`src/rtl/fifo_nibble_packer.sv`:
```
// Read-side drain for a show-ahead-off nibble FIFO: issues reads, checks parity,
// packs nibble pairs into bytes and presents them on a valid/ready interface.
module fifo_nibble_packer #(
  parameter int LPM_WIDTH  = 4,
  parameter bit LOW_FIRST  = 1'b1,
  parameter bit ODD_PARITY = 1'b0
) (
  input  logic                   Clock,
  input  logic                   Reset,
  input  logic                   Empty,
  input  logic [LPM_WIDTH-1:0]   Q,
  input  logic                   EDO,
  output logic                   RdReq,
  input  logic                   Flush,
  output logic [2*LPM_WIDTH-1:0] ByteOut,
  output logic                   ByteValid,
  input  logic                   ByteReady,
  output logic                   ByteOdd,
  output logic                   ParErr
);

  logic                   pend_q, pend_d;
  logic                   p_q, p_d;
  logic                   ov_q, ov_d;
  logic                   odd_q, odd_d;
  logic                   perr_q, perr_d;
  logic [LPM_WIDTH-1:0]   a_q, a_d;
  logic [2*LPM_WIDTH-1:0] byte_q, byte_d;

  logic flush_active;
  logic out_free;
  logic rd_req;
  logic par_exp;

  always_comb begin
    flush_active = Flush & p_q & ~pend_q & Empty;
    out_free     = ~ov_q | ByteReady;
    // A read that will complete a pair is only issued when the output
    // register is guaranteed free on arrival, so no skid buffer is needed.
    rd_req       = ~Reset & ~Empty & ~flush_active &
                   (~(p_q ^ pend_q) | (~(p_q & pend_q) & out_free));
    par_exp      = ODD_PARITY ? ~(^Q) : ^Q;

    pend_d = rd_req;
    p_d    = p_q;
    a_d    = a_q;
    byte_d = byte_q;
    odd_d  = odd_q;
    perr_d = perr_q;
    ov_d   = ov_q & ~ByteReady;

    if (pend_q) begin
      if (EDO != par_exp) perr_d = 1'b1;
      if (!p_q) begin
        a_d = Q;
        p_d = 1'b1;
      end else begin
        byte_d = LOW_FIRST ? {Q, a_q} : {a_q, Q};
        ov_d   = 1'b1;
        odd_d  = 1'b0;
        p_d    = 1'b0;
      end
    end else if (flush_active && out_free) begin
      byte_d = LOW_FIRST ? {{LPM_WIDTH{1'b0}}, a_q} : {a_q, {LPM_WIDTH{1'b0}}};
      ov_d   = 1'b1;
      odd_d  = 1'b1;
      p_d    = 1'b0;
    end
  end

  always_ff @(posedge Clock) begin
    if (Reset) begin
      pend_q <= 1'b0;
      p_q    <= 1'b0;
      ov_q   <= 1'b0;
      odd_q  <= 1'b0;
      perr_q <= 1'b0;
      a_q    <= '0;
      byte_q <= '0;
    end else begin
      pend_q <= pend_d;
      p_q    <= p_d;
      ov_q   <= ov_d;
      odd_q  <= odd_d;
      perr_q <= perr_d;
      a_q    <= a_d;
      byte_q <= byte_d;
    end
  end

  assign RdReq     = rd_req;
  assign ByteOut   = byte_q;
  assign ByteValid = ov_q;
  assign ByteOdd   = odd_q;
  assign ParErr    = perr_q;

endmodule

```
`config.mk`:
```
export PLATFORM = sky130hd
export DESIGN_NAME = fifo_nibble_packer
export DESIGN_NICKNAME = d
export VERILOG_FILES = /design/src/rtl/fifo_nibble_packer.sv
export SDC_FILE = /design/constraint.sdc
export NUM_CORES = 1
export LEC_CHECK = 0
export ABC_AREA = 1
export CORE_MARGIN = 2
export CORE_UTILIZATION = 45
export CTS_CLUSTER_DIAMETER = 80
export DETAILED_ROUTE_END_ITERATION = 8
export GPL_TIMING_DRIVEN = 0
export MAX_ROUTING_LAYER = met4
export PLACE_DENSITY = 0.73
export SKIP_CTS_REPAIR_TIMING = 1
export SLEW_MARGIN = 20
export SYNTH_ARGS = -nofsm -noshare
export SYNTH_HDL_FRONTEND = slang
export SYNTH_SLANG_ARGS = --single-unit
```
`constraint.sdc`:
```
create_clock -name Clock -period 1.62 [get_ports Clock]
set_input_delay 0.243 -clock Clock [delete_from_list [all_inputs] [get_ports Clock]]
set_output_delay 0.243 -clock Clock [all_outputs]
set_load 0.1 [all_outputs]
```
Word-level counts from Yosys, hierarchy flattened --
Cells that the tools add are included.
Storage, ports and cells: output and inout bits 12, register bits after elaboration 17, input port bits 10, word-level logic and storage cells 48
Cells by class: bitwise gates (word level) 21, equality and inequality tests 2, multiplexer cells 12, reduce and logical (&&, ||, !) cells 6
Operator list (number):
- $mux 8 | 3
- $and 1x1->1 | 9
- $mux 1 | 9
- $not 1->1 | 9
- $reduce_and 2->1 | 3
- $reduce_xor 4->1 | 1
- $ne 2x1->1 const B | 1
- $or 1x1->1 | 2
- $reduce_bool 2->1 | 1
- $logic_and 1x1->1 | 1
- $ne 1x1->1 | 1
- $xor 1x1->1 | 1

Longest topological paths before layout --
Gate-level depths: netlist of the first run.
depth after elaboration 6, mapped depth 8, gate-level depth less buffers 8

Worst setup path before layout of the first run --
Ideal clock, no wire load.
path type flip-flop to output port, start point register ov_q, in the netlist ByteValid, end point output port RdReq, setup slack -0.971 ns, data required time 1.377 ns, buffers on the path 0, stages on the path, launching flop included 6, arrival 2.348 ns, cell sequence dfxtp_1 > nand2_1 > inv_1 > nor2_1 > o21ai_0 > nor2_1
Between the ends: word-level cells in the longest chain between the ends 5
Ends and longest elaborated chain:
- from (decl) | line 24 | logic ov_q, ov_d;
- from (signal assigned) | line 83 | ov_q <= ov_d;
- $not 1->1 | line 37 | out_free = ~ov_q | ByteReady;
- $or 1x1->1 | line 37
- $and 1x1->1 | line 41 | (~(p_q ^ pend_q) | (~(p_q & pend_q) & out_free));
- $or 1x1->1 | line 41
- $and 1x1->1 | line 40 | rd_req = ~Reset & ~Empty & ~flush_active &
- to (decl) | line 13 | output logic RdReq,
Every way passes these cells.

Worst setup path after layout of the first run --
start point register pend_q, end point output port RdReq
Between the ends: word-level cells in the longest chain between the ends 6, elaborated cells between the ends (all ways) 12, those cells by class 12 x bitwise
Ends and longest elaborated chain:
- from (decl) | line 22 | logic pend_q, pend_d;
- from (signal assigned) | line 81 | pend_q <= pend_d;
- $not 1->1 | line 36 | flush_active = Flush & p_q & ~pend_q & Empty;
- $and 1x1->1 (2 in series) | line 36
- $not 1->1 | line 40
- $and 1x1->1 | line 40
- $and 1x1->1 (*) | line 40
Every way passes the cells marked *; elsewhere a longest branch is shown, timed or not.

==> results of run 1 <==
==> kinds of logic (layout without fill, tap and decap cells) <==
| family | Yosys count | in the layout | share of synthesized area |
|---|---|---|---|
| flops | 17 | 17 | 0.454 |
| fa+ha+maj | 2 | 2 | 0.0334 |
| buf+inv | 20 | 48 | 0.100 |
| xor+xnor | 1 | 1 | 0.0117 |
| compound gates | 22 | 22 | 0.147 |
| simple gates | 46 | 46 | 0.254 |
==> layout by cell type, fill, tap and decap left out <==
cell             count
nand2_2              2
dfxtp_4              2
dfxtp_2              1
dfxtp_1             14
nand2_1             33
a21oi_1             15
nor2_1               4
inv_2                3
o21ai_2              1
ha_1                 1
nor2_2               2
clkbuf_2            11
nand4_2              1
buf_4                3
ha_4                 1
clkinv_1             2
nand3_1              3
buf_12               1
nor2_4               1
clkbuf_1             2
inv_1               13
clkbuf_4             3
xnor2_1              1
clkinv_2             1
clkdlybuf4s50_1      9
o21ai_0              6
==> worst reg2reg max path, delay by kind of cell (launching register included) <==
family | cells | cell delay [ns]
AO/OA/AOI/OAI | 2 | 0.30
buffers and inverters | 2 | 0.39
adder cells (fa/ha/maj) | 1 | 0.14
flip-flops | 1 | 0.34
==> routing by layer <==
| metal | track usage | part of all wire | up-vias | wire [um] |
|---|---|---|---|---|
| li1 | - | - | 395 | - |
| met1 | 0.211 | 0.46 | 327 | 751 |
| met2 | 0.261 | 0.47 | 20 | 770 |
| met3 | 0.0360 | 0.048 | 5 | 79 |
| met4 | 0.0706 | 0.020 | 0 | 32 |
| met5 | - | 0 | - | 0 |
==> worst max-delay path by stage <==
stage	end	cells after the start
final	RdReq	5
after CTS	RdReq	5
after global placement	RdReq	8
after global routing	RdReq	5
after detailed placement	RdReq	8
after floorplan	RdReq	5
==> where the power goes <==
part,internal (uW),total [uW],switching (uW)
clock,92.0,234,142
combinational,62.2,180,118
sequential,433,444,10.7
==> registers in the layout (all words and copies together) (netlist names) <==
signal     count
ByteValid      1
ParErr         1
pend_q         1
ByteOut        8
p_q            1
ByteOdd        1
a_q            4
==> area by class of cell <==
type,count,area (sq um)
fillers,143,519
multi-input cells,71,363
flip-flops and latches,17,349
repair buffers,24,188
inverters,18,67.6
clock buffers,3,22.5
well taps,16,20.0
plain buffers,2,7.51
clock inverters,1,5.00
==> stage by stage <==
stage	instance area, sq um	setup WS [ns]	TNS, ns
detailed placement	991	-1.00	-1.67
CTS	1020	-1.09	-5.41
global placement	991	-0.975	-1.63
floorplan	761	0.0578	0
finish	1020	-0.0621	-0.0621
global route	1020	-0.108	-0.108
==> impl_metrics.py, run 1 <==
metrics = {
    "clocking": {
        "cts_root_buffer": "clkbuf_4",
        "htreeDepth": 1,
        "cts_tree": "done",
        "cts-buffers-inserted": 3,
        "clkSinkCount": 17,
        "clk_latency_ns": 0.30,
        "cts.clk_slew.worst_paths_ns": 0.10,
        "ctsLongestPathBuffers": 2,
    },
    "cells_and_area": {
        "drive_above_1_share": 0.243,
        "final_cells": 152,
        "fin_util": 0.663,
        "final_net_count": 149,
        "syn_to_final_growth_pct": 36.4,
        "diodes": 0,
    },
    "detailed_routing": {
        "vias": 747,
        "drt_iter0_markers": 26,
        "dr.pass1.iters": 5,
        "postRouteAntennaNets": 0,
        "wl_per_cell_um": 10.7,
        "postRouteWirelength_mm": 1.63,
        "via_per_inst": 4.91,
        "drc": 0,
    },
    "global_route": {
        "overflow": 0,
        "antenna_found_initial": 0,
        "grt_max_degree": 11,
        "track_usage": 0.168,
        "grt_pass1_wl_mm": 2.45,
        "grt_pass1_vias": 630,
    },
    "power": {
        "leakagePower_uw": 0.000486,
        "peakVddDrop_v": 0.000409,
        "total_power_uw": 857,
        "powerDensity_nw_per_um2": 838,
    },
    "worst_hold_path": {
        "holdCritPathClass": "flip-flop to flip-flop",
        "min_to": "ParErr$_SDFFE_PP0P_",
        "hold_path_depth": 2,
        "hp-start": "ParErr$_SDFFE_PP0P_",
    },
    "placement": {
        "place.gp.congestion": 0.778,
        "portBuffers": 21,
        "dp.cells": 145,
        "dp_hpwl_mm": 1.15,
    },
    "floorplan": {
        "num_rows": 14,
        "start_util": 0.486,
        "fp.dieW_um": 44.8,
        "dieHeight_um": 44.8,
        "coreArea_sq_um": 1540,
        "design.die.area_sq_um": 2010,
        "io_pins": 22,
    },
    "timing": {
        "hold_viol": 0,
        "rsz0062_at_grt": "yes",
        "drv_slew": 0,
        "tightest_slew_ns": 0.545,
        "final-setup-viol-count": 1,
        "holdWs_ns": 0.461,
        "max_freq_mhz": 595,
        "finalWorstSetupSlack_ns": -0.0621,
        "min_period_ns": 1.68,
        "fin_crit_sh": 1.04,
        "relSlewSlack": 0.638,
        "fin_skew_ns": 0.00336,
    },
    "critical_path": {
        "worstRegToRegCells": 5,
        "crit_buf_inv": 1,
        "startpoint": "pend_q$_SDFF_PP0_",
        "path_cells": "ha_1 -> nor2_2 -> o21ai_2 -> nor2_4 -> buf_12",
        "critical_path.startpoint_type": "flip-flop",
        "crit_type": "flip-flop to output port",
        "r2r_end": "a_q[3]$_SDFFE_PP0P_",
        "critPathCaptureType": "output port",
        "worst_path_largest_cell_delay_ns": 0.39,
        "rrSetupSlack_ns": 0.39,
        "critPathTopFamily": "flip-flops",
        "path_max_fanout": 7,
        "crit_slowest_cell": "dfxtp_4",
        "r2r_start": "p_q$_SDFFE_PP0P_",
        "required_ns": 1.38,
        "worstPathArrival_ns": 1.44,
    },
    "logic_synthesis": {
        "synth_edf_count": 0,
        "synth_area_per_cell_sq_um": 6.94,
        "netlist_area_sq_um": 749,
        "synth-seq-cells": 17,
        "synth.area.top_cells": "dfxtp_1 45%, nand2_1 17%, a21oi_1 10%, inv_1 6.5%, o21ai_0 4.7%",
        "synthesis.nets": 120,
        "synth-main-ff-cell": "dfxtp_1",
        "synth_top_area_cell": "dfxtp_1",
        "ys_types": 15,
        "synthTopCellsByCount": "34 x nand2_1, 17 x dfxtp_1, 15 x a21oi_1",
        "ys_seq_area_frac": 0.454,
        "synthArstFlopShare": 0,
        "synth.most_common_cell": "nand2_1",
        "ys_warn_count": 0,
        "synth_cells": 108,
        "synth.top_cell.area_share": 0.454,
    },
    "run_status": {
        "violations": "negative setup slack",
        "outcome": "finished, violations left",
    },
    "job": {
        "maxCapViolCount": 0,
    },
}
(Power assumes the default switching activity.)
==> run 2: changes to the inputs <==
- ABC_CLOCK_PERIOD_IN_PS: unset -> 1620
- CORE_UTILIZATION: 45 -> 48
- PLACE_DENSITY: 0.73 -> 0.77
- SLEW_MARGIN: 20 -> unset
==> impl_metrics.py, run 2 (synthesized netlist as in run 1, its figures left out) <==
metrics = {
    "run_status": {
        "outcome": "completed",
    },
    "detailed_routing": {
        "wl_met1_um": 714,
        "vias": 753,
        "postRouteWirelength_mm": 1.59,
        "wl_per_cell_um": 10.6,
        "met2WireLength_um": 769,
        "postRouteAntennaNets": 0,
        "top_layer": "met3",
        "drc": 0,
        "dr.pass1.iters": 6,
        "via_per_inst": 4.99,
        "wl_met3_um": 111,
        "drt_iter0_markers": 15,
    },
    "floorplan": {
        "coreArea_sq_um": 1490,
        "dieHeight_um": 43.5,
        "io_pins": 22,
        "fp.dieW_um": 43.5,
        "design.die.area_sq_um": 1890,
        "start_util": 0.503,
        "num_rows": 14,
    },
    "critical_path": {
        "crit_path_end": "RdReq",
        "path_max_fanout": 4,
        "startpoint": "p_q$_SDFFE_PP0P_",
        "critical_path.startpoint_type": "flip-flop",
        "rrSetupSlack_ns": 0.37,
        "worstRegToRegCells": 7,
        "worstPathArrival_ns": 1.36,
        "critPathCaptureType": "output port",
        "required_ns": 1.38,
        "r2r_end": "ByteOut[6]$_SDFFE_PP0P_",
        "r2r_start": "pend_q$_SDFF_PP0_",
        "crit_type": "flip-flop to output port",
    },
    "timing": {
        "setup_tns_ns": 0,
        "fin_crit_sh": 0.992,
        "min_period_ns": 1.61,
        "rsz0062_at_grt": "yes",
        "relSlewSlack": 0.640,
        "max_freq_mhz": 622,
        "fin_skew_ns": 0.00371,
        "drv_slew": 0,
        "hold_viol": 0,
        "final-setup-viol-count": 0,
        "tightest_slew_ns": 0.542,
    },
    "cells_and_area": {
        "nFillCells": 133,
        "fin_util": 0.703,
        "most-common-layout-cells": "33 x nand2_1, 15 x a21oi_1, 14 x dfxtp_1",
        "final_net_count": 148,
        "drive_above_1_share": 0.252,
        "largest_reg_flops": 8,
        "syn_to_final_growth_pct": 39.6,
        "diodes": 0,
        "layout_commonest_cell": "nand2_1",
    },
    "clocking": {
        "clkSinkCount": 17,
        "cts-buffers-inserted": 3,
        "cts_root_buffer": "clkbuf_4",
        "clk_latency_ns": 0.28,
        "cts_tree": "done",
        "htreeDepth": 1,
        "ctsLongestPathBuffers": 2,
        "cts.clk_slew.worst_paths_ns": 0.09,
    },
    "placement": {
        "dp_hpwl_mm": 1.15,
        "portBuffers": 21,
        "place.gp.congestion": 0.828,
    },
    "global_route": {
        "grt_max_degree": 11,
        "overflow": 0,
        "grt_pass1_vias": 608,
        "antenna_found_initial": 0,
        "grt_pass1_wl_mm": 2.40,
        "track_usage": 0.178,
    },
    "worst_hold_path": {
        "holdCritPathClass": "input port to flip-flop",
        "hp-start": "ByteReady",
        "hold_path_depth": 5,
    },
    "power": {
        "peakVddDrop_v": 0.000462,
        "leakagePower_uw": 0.000488,
        "powerDensity_nw_per_um2": 810,
        "total_power_uw": 847,
    },
    "job": {
        "maxCapViolCount": 0,
    },
}
run 2: changes by cell type in the layout (fill, tap and decap cells not counted), sizes merged:
cell | before | now
clkdlybuf4s50 | 9 | 8
clkinv | 3 | 2
clkbuf | 16 | 17
buf | 4 | 3
dlymetal6s2s | 0 | 1
run 2: worst max-delay path, cell delays in order (launching register included):
cell and delay, ns:
dfxtp_4 0.39, inv_4 0.05, ha_4 0.26, o21ai_4 0.06, nor2_4 0.13, buf_12 0.18
run 2: worst min-delay path by stage:
stage	end	slack (ns)
2_1_floorplan	pend_q$_SDFF_PP0_	0.32
3_3_place_gp	ParErr$_SDFFE_PP0P_	0.44
3_5_place_dp	ParErr$_SDFFE_PP0P_	0.45
4_1_cts	ByteOut[0]$_SDFFE_PP0P_	0.47
5_1_grt	ParErr$_SDFFE_PP0P_	0.48
6_report	ByteOdd$_SDFFE_PP0P_	0.45
run 2: routing by layer:
layer / up-vias / global-route usage
met2: 23 / 0.293
met1: 340 / 0.202
met5: - / -
li1: 390 / -
met3: 0 / 0.0375
met4: 0 / 0.0909
run 2: metrics by stage:
step | hold WS [ns] | worst slack, ns | cell area [sq um] | instances
after CTS | 0.466 | -1.11 | 1020 | 149
after floorplan | 0.315 | 0.0578 | 761 | 108
after global placement | 0.442 | -0.962 | 991 | 145
after detailed placement | 0.445 | -1.00 | 991 | 145
after global routing | 0.479 | -0.0424 | 1050 | 151
final | 0.446 | 0.0128 | 1050 | 151
run 2: final cells by class:
cell class                 instances  area, sq um  share of cell area
sequential                        17          352               0.336
buffer                             2         7.51             0.00718
timing repair buffer              23          183               0.175
tap                               16         20.0              0.0191
multi-input combinational         71          388               0.371
clock buffer                       4         26.3              0.0251
inverter                          18         70.1              0.0670
run 2: where the power goes:
part,total [uW],switching [uW],internal [uW]
clock,220,125,95.6
sequential,446,13.7,432
combinational,181,119,62.3
total,847,258,590
==> run 3: changes to the inputs <==
- SETUP_SLACK_MARGIN: unset -> 0.3
==> impl_metrics.py, run 3 (synthesized netlist as in run 1, its figures left out) <==
metrics = {
    "floorplan": {
        "io_pins": 22,
        "dieHeight_um": 43.5,
        "fp.dieW_um": 43.5,
        "start_util": 0.503,
        "coreArea_sq_um": 1490,
        "design.die.area_sq_um": 1890,
        "num_rows": 14,
    },
    "power": {
        "peakVddDrop_v": 0.000444,
        "powerDensity_nw_per_um2": 786,
        "leakagePower_uw": 0.000488,
        "total_power_uw": 842,
    },
    "timing": {
        "rsz0062_at_grt": "yes",
        "max_freq_mhz": 638,
        "relSlewSlack": 0.679,
        "fin_skew_ns": 0.00280,
        "min_period_ns": 1.57,
        "hold_viol": 0,
        "holdWs_ns": 0.417,
        "fin_crit_sh": 0.968,
        "drv_slew": 0,
        "final-setup-viol-count": 0,
        "tightest_slew_ns": 0.484,
    },
    "global_route": {
        "grt_pass1_vias": 705,
        "grt_pass1_wl_mm": 2.71,
        "track_usage": 0.198,
        "antenna_found_initial": 0,
        "overflow": 0,
        "grt_max_degree": 11,
    },
    "cells_and_area": {
        "syn_to_final_growth_pct": 42.9,
        "largest_reg_flops": 8,
        "most-common-layout-cells": "33 x nand2_1, 15 x a21oi_1, 14 x dfxtp_1",
        "layout_commonest_cell": "nand2_1",
        "diodes": 0,
        "drive_above_1_share": 0.259,
        "final-seq-area_sq_um": 352,
        "final_net_count": 148,
        "nFillCells": 116,
        "design_area_sq_um": 1070,
        "multi_input_area_sq_um": 388,
    },
    "critical_path": {
        "path_max_fanout": 4,
        "critPathCaptureType": "output port",
        "r2r_end": "ByteOut[7]$_SDFFE_PP0P_",
        "worstRegToRegCells": 7,
        "r2r_start": "ByteValid$_SDFF_PP0_",
        "crit_type": "flip-flop to output port",
        "rrSetupSlack_ns": 0.43,
        "required_ns": 1.38,
        "critical_path.startpoint_type": "flip-flop",
        "worstPathArrival_ns": 1.32,
    },
    "clocking": {
        "htreeDepth": 1,
        "clkSinkCount": 17,
        "clk_latency_ns": 0.28,
        "cts-buffers-inserted": 3,
        "ctsLongestPathBuffers": 2,
        "cts_tree": "done",
        "cts.clk_slew.worst_paths_ns": 0.09,
        "cts_root_buffer": "clkbuf_4",
    },
    "worst_hold_path": {
        "min_to": "ByteValid$_SDFF_PP0_",
        "holdCritPathClass": "input port to flip-flop",
        "hp-start": "ByteReady",
        "hold_path_depth": 6,
    },
    "placement": {
        "place.gp.congestion": 0.857,
        "portBuffers": 21,
        "place_area_sq_um": 997,
        "dp_hpwl_mm": 1.18,
    },
    "run_status": {
        "outcome": "completed",
    },
    "job": {
        "maxCapViolCount": 0,
    },
    "detailed_routing": {
        "dr.pass1.iters": 5,
        "wl_per_cell_um": 10.3,
        "via_per_inst": 4.93,
        "postRouteAntennaNets": 0,
        "vias": 745,
        "drc": 0,
        "drt_iter0_markers": 16,
        "postRouteWirelength_mm": 1.56,
    },
}
[run 3: cell types whose count changed in the layout (fill, tap and decap cells not counted)]
cell	delta
clkbuf_2	-11
clkbuf_4	+10
buf_2	+1
inv_1	-1
inv_2	+1
[run 3: layer usage]
layer | track usage | vias up | wire length [um]
met3 | 0.0500 | 0 | 94
met4 | 0.0788 | 0 | 0
li1 | - | 394 | -
met5 | - | - | 0
met2 | 0.304 | 28 | 703
met1 | 0.248 | 323 | 759
[run 3: cell type report]
cell class,count,area share
Multi-Input combinational cell,71,0.362
Sequential cell,17,0.328
Timing Repair Buffer,23,0.194
Inverter,18,0.0654
Clock buffer,4,0.0245
Tap cell,16,0.0187
Buffer,2,0.00701
[run 3: report_power, final]
group          internal [uW]  leakage [uW]  switching (uW)
registers                432      0.000140            13.4
logic                   64.5      0.000333             119
clock network           95.3     0.0000150             118
[run 3: worst max-delay path by stage]
stage          cells past startpoint                 start  slack, ns  endpoint
2_1_floorplan                      5  ByteValid$_SDFF_PP0_       0.12     RdReq
3_3_place_gp                       8             ByteReady      -0.91     RdReq
3_5_place_dp                       8             ByteReady      -0.94     RdReq
4_1_cts                            5      p_q$_SDFFE_PP0P_      -0.98     RdReq
5_1_grt                            5      p_q$_SDFFE_PP0P_     -0.009     RdReq
6_report                           5      p_q$_SDFFE_PP0P_       0.05     RdReq
[run 3: through the flow]
step,cells,worst slack [ns],TNS (ns),util
3_3_place_gp,145,-0.910,-1.55,0.670
5_1_grt,151,-0.00874,-0.00874,0.719
3_5_place_dp,145,-0.940,-1.65,0.670
2_1_floorplan,108,0.117,0,-
6_report,151,0.0525,0,0.719
4_1_cts,149,-0.980,-5.19,0.687
[run 3: worst max-delay path, cell delays in order, from the launching register on]
cell and delay, ns:
dfxtp_4 0.39, inv_4 0.05, ha_4 0.26, o21ai_4 0.06
nor2_4 0.11, buf_12 0.18
